`src/rtl/block_header_assembler.sv`:
```
// block_header_assembler
//
// Collects a framed byte stream into a block header for the downstream miner.
// A frame is one sync byte, HEADER_BYTES payload bytes and one checksum byte
// (the XOR of the payload bytes). A frame with a good checksum updates
// Block_Header and pulses Block_Header_Valid for one cycle. A frame with a bad
// checksum, or one that stalls for TIMEOUT_CYCLES idle cycles, is dropped and
// frame_error pulses for one cycle. Block_Header is left untouched in that case.
//
// Ports:
//   clk                 system clock, rising edge
//   rst_n               asynchronous active-low reset
//   rx_data[7:0]        received byte
//   rx_valid            rx_data is valid this cycle (one byte per strobe)
//   Block_Header[639:0] last accepted header; first payload byte in the top byte
//   Block_Header_Valid  one-cycle pulse: Block_Header was just updated
//   frame_error         one-cycle pulse: a frame was discarded
//   busy                a frame is in progress
module block_header_assembler #(
  parameter int unsigned HEADER_BYTES   = 80,
  parameter logic [7:0]  SYNC_BYTE      = 8'hA5,
  parameter int unsigned TIMEOUT_CYCLES = 1000000
) (
  input  logic                      clk,
  input  logic                      rst_n,
  input  logic [7:0]                rx_data,
  input  logic                      rx_valid,
  output logic [8*HEADER_BYTES-1:0] Block_Header,
  output logic                      Block_Header_Valid,
  output logic                      frame_error,
  output logic                      busy
);

  localparam int unsigned HdrW = 8 * HEADER_BYTES;
  localparam int unsigned ToW  = (TIMEOUT_CYCLES > 1) ? $clog2(TIMEOUT_CYCLES) : 1;

  localparam logic [6:0]     LastIdx = 7'(HEADER_BYTES - 1);
  localparam logic [ToW-1:0] ToMax   = ToW'(TIMEOUT_CYCLES - 1);

  localparam logic [1:0] StIdle     = 2'd0;
  localparam logic [1:0] StPayload  = 2'd1;
  localparam logic [1:0] StChecksum = 2'd2;

  logic [1:0]      state_q, state_d;
  logic [6:0]      cnt_q, cnt_d;
  logic [7:0]      csum_q, csum_d;
  logic [ToW-1:0]  to_q, to_d;
  logic [HdrW-1:0] shadow_q, shadow_d;
  logic [HdrW-1:0] hdr_q, hdr_d;
  logic            hv_q, hv_d;
  logic            fe_q, fe_d;

  always_comb begin
    state_d  = state_q;
    cnt_d    = cnt_q;
    csum_d   = csum_q;
    to_d     = to_q;
    shadow_d = shadow_q;
    hdr_d    = hdr_q;
    hv_d     = 1'b0;
    fe_d     = 1'b0;

    unique case (state_q)
      StIdle: begin
        if (rx_valid && (rx_data == SYNC_BYTE)) begin
          state_d = StPayload;
          cnt_d   = '0;
          csum_d  = '0;
          to_d    = '0;
        end
      end

      StPayload: begin
        if (rx_valid) begin
          // Shifting in from the bottom leaves byte k at [HdrW-1-8k -: 8] once
          // all HEADER_BYTES bytes have arrived.
          shadow_d = {shadow_q[HdrW-9:0], rx_data};
          csum_d   = csum_q ^ rx_data;
          cnt_d    = cnt_q + 7'd1;
          to_d     = '0;
          if (cnt_q == LastIdx) begin
            state_d = StChecksum;
          end
        end
      end

      StChecksum: begin
        if (rx_valid) begin
          to_d    = '0;
          state_d = StIdle;
          if (rx_data == csum_q) begin
            hdr_d = shadow_q;
            hv_d  = 1'b1;
          end else begin
            fe_d = 1'b1;
          end
        end
      end

      default: begin
        state_d = StIdle;
      end
    endcase

    // Idle-gap watchdog inside a frame; a byte in the same cycle always wins.
    // The counter never passes ToMax because reaching it ends the frame.
    if ((state_q != StIdle) && !rx_valid) begin
      if (to_q == ToMax) begin
        state_d = StIdle;
        fe_d    = 1'b1;
        to_d    = '0;
      end else begin
        to_d = to_q + ToW'(1);
      end
    end
  end

  always_ff @(posedge clk or negedge rst_n) begin
    if (!rst_n) begin
      state_q  <= StIdle;
      cnt_q    <= '0;
      csum_q   <= '0;
      to_q     <= '0;
      shadow_q <= '0;
      hdr_q    <= '0;
      hv_q     <= 1'b0;
      fe_q     <= 1'b0;
    end else begin
      state_q  <= state_d;
      cnt_q    <= cnt_d;
      csum_q   <= csum_d;
      to_q     <= to_d;
      shadow_q <= shadow_d;
      hdr_q    <= hdr_d;
      hv_q     <= hv_d;
      fe_q     <= fe_d;
    end
  end

  assign Block_Header       = hdr_q;
  assign Block_Header_Valid = hv_q;
  assign frame_error        = fe_q;
  assign busy               = (state_q != StIdle);

endmodule

```
`config.mk`:
```
export PLATFORM = sky130hd
export DESIGN_NAME = block_header_assembler
export DESIGN_NICKNAME = d
export VERILOG_FILES = /design/src/rtl/block_header_assembler.sv
export SDC_FILE = /design/constraint.sdc
export NUM_CORES = 2
export LEC_CHECK = 0
export ABC_AREA = 1
export BUFFER_PORTS_ARGS = -buffer_cell sky130_fd_sc_hd__buf_2
export CAP_MARGIN = 20
export CORE_MARGIN = 2
export CORE_UTILIZATION = 50
export CTS_CLUSTER_SIZE = 30
export DETAILED_ROUTE_END_ITERATION = 12
export PLACE_DENSITY = 0.7
export SLEW_MARGIN = 0
export SYNTH_ARGS = -nofsm -noshare
export SYNTH_HDL_FRONTEND = slang
export SYNTH_SLANG_ARGS = --single-unit
```
`constraint.sdc`:
```
create_clock -name clk -period 3.9 [get_ports clk]
set_clock_uncertainty 0.1 [all_clocks]
set_input_delay 0.39 -clock clk [delete_from_list [all_inputs] [get_ports clk]]
set_output_delay 0.39 -clock clk [all_outputs]
set_load 0.01 [all_outputs]
```
# --- After elaboration in Yosys (flattened, before gate mapping) ---
# Cells that the tools add are included.
totals:
  ff_bits: 1319
classes:
  n_bitwise: 1
  add_sub_neg: 2
  reduce_logical: 12
  mux: 26
  eq_ne: 10
ops:
  columns: ["op", "n"]
  rows:
  - ["two-way mux 20 bit", 4]
  - ["case mux 20 bit (2 select lines)", 1]
  - ["adder 20 x 1 -> 20 bit, second input constant", 1]
  - ["== test 20 bit, second input constant", 1]
  - ["two-way mux 8 bit", 2]
  - ["case mux 8 bit (2 select lines)", 1]
  - ["two-way mux 7 bit", 2]
  - ["case mux 7 bit (2 select lines)", 1]
  - ["two-way mux 2 bit", 6]
  - ["AND reduction 3 bit", 3]
  - ["== test 8 bit", 1]
  - ["== test 8 bit, second input constant", 1]
  - ["two-way mux 1 bit", 8]
  - ["XOR 8 bit", 1]
  - ["adder 7 x 1 -> 7 bit, second input constant", 1]
  - ["== test 7 bit, second input constant", 1]
  - ["case mux 2 bit (3 select lines)", 1]
  - ["inequality test 2 bit, second input constant", 2]
  - ["nonzero test 2 bit", 2]
  - ["inequality test 3 x 1 -> 1 bit, second input constant", 1]
  - ["inequality test 3 bit, second input constant", 1]
  - ["nonzero test 3 bit", 1]
  - ["== test 2 x 1 -> 1 bit, second input constant", 1]
  - ["== test 2 bit, second input constant", 1]
  - ["5 further kinds", 6]

# --- Logic depth before layout (Yosys ltp) ---
logic_depth:
  word_depth: 6
  depth_mapped: 10
  ltp_nobuf: 9

# --- Worst setup path before layout ---
# OpenSTA, ideal clock, no wires.
synth_timing:
  kind: "reg-to-reg"
  start: "register state_q[0]"
  end: "register hdr_q[140] (netlist: Block_Header[140])"
  t_arrival_ns: 1.655
  stages_incl_launch_ff: 10
  setup_slack_ns: 2.078
  required_ns: 3.733
  cell_sequence: "dfrtp_1 inv_1 ha_1 nand2_1 inv_1 buf_2 clkbuf_1 clkbuf_1 nand4_1 nand2_1"
synth_between:
  elab_chain_cells: 2
synth_rtl:
  columns: ["item", "line_no", "source"]
  rows:
  - ["start, declared", "44", "logic [1:0] state_q, state_d;"]
  - ["start signal, assigned", "120", "state_q <= StIdle;"]
  - ["start signal, assigned", "129", "state_q <= state_d;"]
  - ["== test 2 bit", "63", "unique case (state_q)"]
  - ["AND reduction 3 bit (no line)", null, null]
  - ["end signal, assigned", "134", "hdr_q <= hdr_d;"]
  - ["end, declared", "49", "logic [HdrW-1:0] hdr_q, hdr_d;"]
# No other way between the ends.
# A chain may end at the register's enable or synchronous reset.

# --- Worst setup path after layout ---
layout_timing:
  start: "register state_q[0]"
  end: "register hdr_q[234] (netlist: Block_Header[234])"
# The elaborated chain is that of the path after synthesis.

==> impl_metrics.json <==
{
  "syn-cell-area_um2": 52300,
  "clockRootBuffer": "clkbuf_16",
  "ir_drop_mv": 0.385,
  "outcome": "complete, but fails checks",
  "ys_types": 22,
  "grt_pass1_wl_um": 239000,
  "portBuffers": 653,
  "ys_seq_area_frac": 0.631,
  "regArea_um2": 33000,
  "fmax_mhz": 327,
  "critPathLaunchType": "flip-flop",
  "timing.final.max_slew_violations": 91,
  "worst_slew_pin_slew_ns": 1.58,
  "syn_area_per_cell_um2": 8.89,
  "firstDrtPassIters": 5,
  "tns_ns": 0,
  "grt_use_total": 0.280,
  "critical_path_arrival_ns": 3.58,
  "clkSlewWorstSetupHoldPaths_ns": 0.06,
  "drt_wl_total_um": 151000,
  "final_nets": 6366,
  "netlist_instances": 5886,
  "syn_nets": 5903,
  "num_antenna_cells": 0,
  "synth_fa_ha_area_frac": 0.00144,
  "drv_cap": 0,
  "routedWlPerCell_um": 19.3,
  "hpwl_um": 94700,
  "drt_iter0_markers": 4450,
  "rows": 118,
  "layout_commonest_cell": "nand2_1",
  "gp_congestion": 0.879,
  "synth-simple-area-share": 0.322,
  "clock_sinks": 1319,
  "initial_utilization": 0.505,
  "viasPerCell": 5.48,
  "cts_buffers": 139,
  "io_pins": 654,
  "utilization": 0.592,
  "synth_compound_area_frac": 0.00478,
  "worstHoldPathType": "in2async",
  "powerDensity_nw_per_um2": 490,
  "clkPwrFrac": 0.441,
  "period_needed_ns": 3.06,
  "grt_setup_unrepaired": "no",
  "p_comb_frac": 0.081,
  "finalInstanceArea_um2": 61400,
  "synth_top_family_by_area": "simple AND/OR/NAND/NOR gates",
  "finalCritPeriodShare": 0.784,
  "die_h_um": 327,
  "power.switching_mw": 7.71,
  "violations": "max-slew violations",
  "synth_xor_area_frac": 0.00218,
  "h-tree-depth": 4,
  "yosys_warnings": 0,
  "dieArea_um2": 107000,
  "insertion_delay_ns": 0.75,
  "grt_pass1_vias": 41300,
  "fillers": 9053,
  "synthTopCellsByArea": "dfrtp_1, nand2_1, nand4_1, buf_2, clkbuf_1",
  "multi_input_area_um2": 17300,
  "hold_violations": 0,
  "ant_nets": 0,
  "synthMuxAreaShare": 0,
  "slew_headroom": -0.0560,
  "via_count": 42900,
  "overflow": 0,
  "layout-drive-gt1-share": 0.149,
  "antenna_found_initial": 0,
  "ys_ff_latch": 1319,
  "cts_tree": "built",
  "seqPwrFrac": 0.478,
  "drc_errors": 0,
  "synth_top_area_share": 0.631,
  "setup_viol": 0,
  "leakage_nw": 36.0,
  "ctsHoldBuffers": 9,
  "cts_resized": 0,
  "hold_ws_ns": 0.0913,
  "grt_max_degree": 254,
  "swShare": 0.257,
  "final_cell_mix": "nand2_1, dfrtp_1, nand4_1, buf_2, clkbuf_16",
  "area_delta_synth_final_pct": 17.3,
  "path_max_fanout": 253,
  "crit_required_ns": 4.43,
  "dieWidth_um": 327,
  "cp-end-kind": "flip-flop",
  "core_um2": 104000,
  "dpl_cell_area_um2": 56700,
  "clockBufferDepth": 3,
  "p_int_mw": 22.3,
  "crit_type": "reg2reg",
  "yosysTopAreaCell": "dfrtp_1",
  "post_cts.repair.setup_buffers": 0
}
==> Yosys cell counts (all sizes together) <==
master     n
nor3       7
inv       42
buf      230
a21oi      5
o21ai     36
ha         6
o21bai     4
xor2       6
nor2      42
or2        1
nand4    653
nand3     33
nand3b     1
clkbuf   201
xnor2      7
a21o       2
nor3b      1
dfrtp   1319
nand2   3290
==> cell families (layout without fill, tap and decap cells) <==
| group | count (synthesis) | count (layout) |
|---|---|---|
| fa+ha+maj | 6 | 6 |
| simple gates | 4028 | 4028 |
| flops | 1319 | 1319 |
| xor+xnor | 13 | 13 |
| compound gates | 47 | 47 |
| buf+inv | 473 | 1038 |
==> stage by stage <==
step,cells,worst slack (ns),total power [mW]
detailed placement,7579,1.10,17.0
floorplan,5886,2.08,16.0
finish,7831,0.841,30.0
global route,7831,0.875,31.1
global placement,7579,1.18,17.0
CTS,7831,1.10,30.3
==> layer usage <==
metal / share of wire / track usage / vias up / wire, µm
li1: - / - / 19900 / -
met1: 0.42 / 0.398 / 21200 / 64200
met2: 0.46 / 0.422 / 1611 / 69500
met3: 0.084 / 0.0720 / 228 / 12800
met4: 0.031 / 0.0947 / 0 / 4710
met5: 0 / 0 / - / 0
==> state kept, by name, indices dropped and copies added, names as in the netlist <==
signal,flops
state_q,2
Block_Header_Valid,1
Block_Header,640
frame_error,1
shadow_q,640
cnt_q,7
to_q,20
csum_q,8
==> worst paths after layout <==
path	start	endpoint	slack (ns)	depth (start not counted)
min in group clk	rx_valid	state_q[0]	0.13	5
max in group asynchronous	rst_n	shadow_q[91]	2.20	4
hold reg to reg	Block_Header[23]	Block_Header[23]	0.36	2
setup reg to reg	state_q[0]	Block_Header[234]	0.84	8
setup / recovery	state_q[0]	Block_Header[234]	0.84	8
hold / removal	rst_n	Block_Header[585]	0.09	2
==> area by class of cell <==
cell class | instances | area share
Clock buffer | 212 | 0.0688
Clock inverter | 31 | 0.00557
Inverter | 42 | 0.00281
Multi-Input combinational cell | 4094 | 0.282
Sequential cell | 1319 | 0.538
Tap cell | 1380 | 0.0281
Timing Repair Buffer | 753 | 0.0751
==> power groups by stage <==
stage / sequential (mW) / combinational [mW] / clock, mW
final: 14.4 / 2.44 / 13.2
after global placement: 14.6 / 2.41 / 0
after CTS: 14.4 / 2.45 / 13.4
after global routing: 14.4 / 2.71 / 14.0
after detailed placement: 14.6 / 2.44 / 0
after floorplan: 14.5 / 1.54 / 0
==> worst max-delay path, stage by stage (launching register included) <==
cell,delay (ns)
dfrtp_1,0.42
inv_1,0.12
ha_1,0.18
nand2_1,0.13
inv_8,0.54
nand3_4,0.20
buf_12,0.30
nand2_1,0.32
nand2_1,0.08
Note: power is estimated with default switching activity, not from simulation.
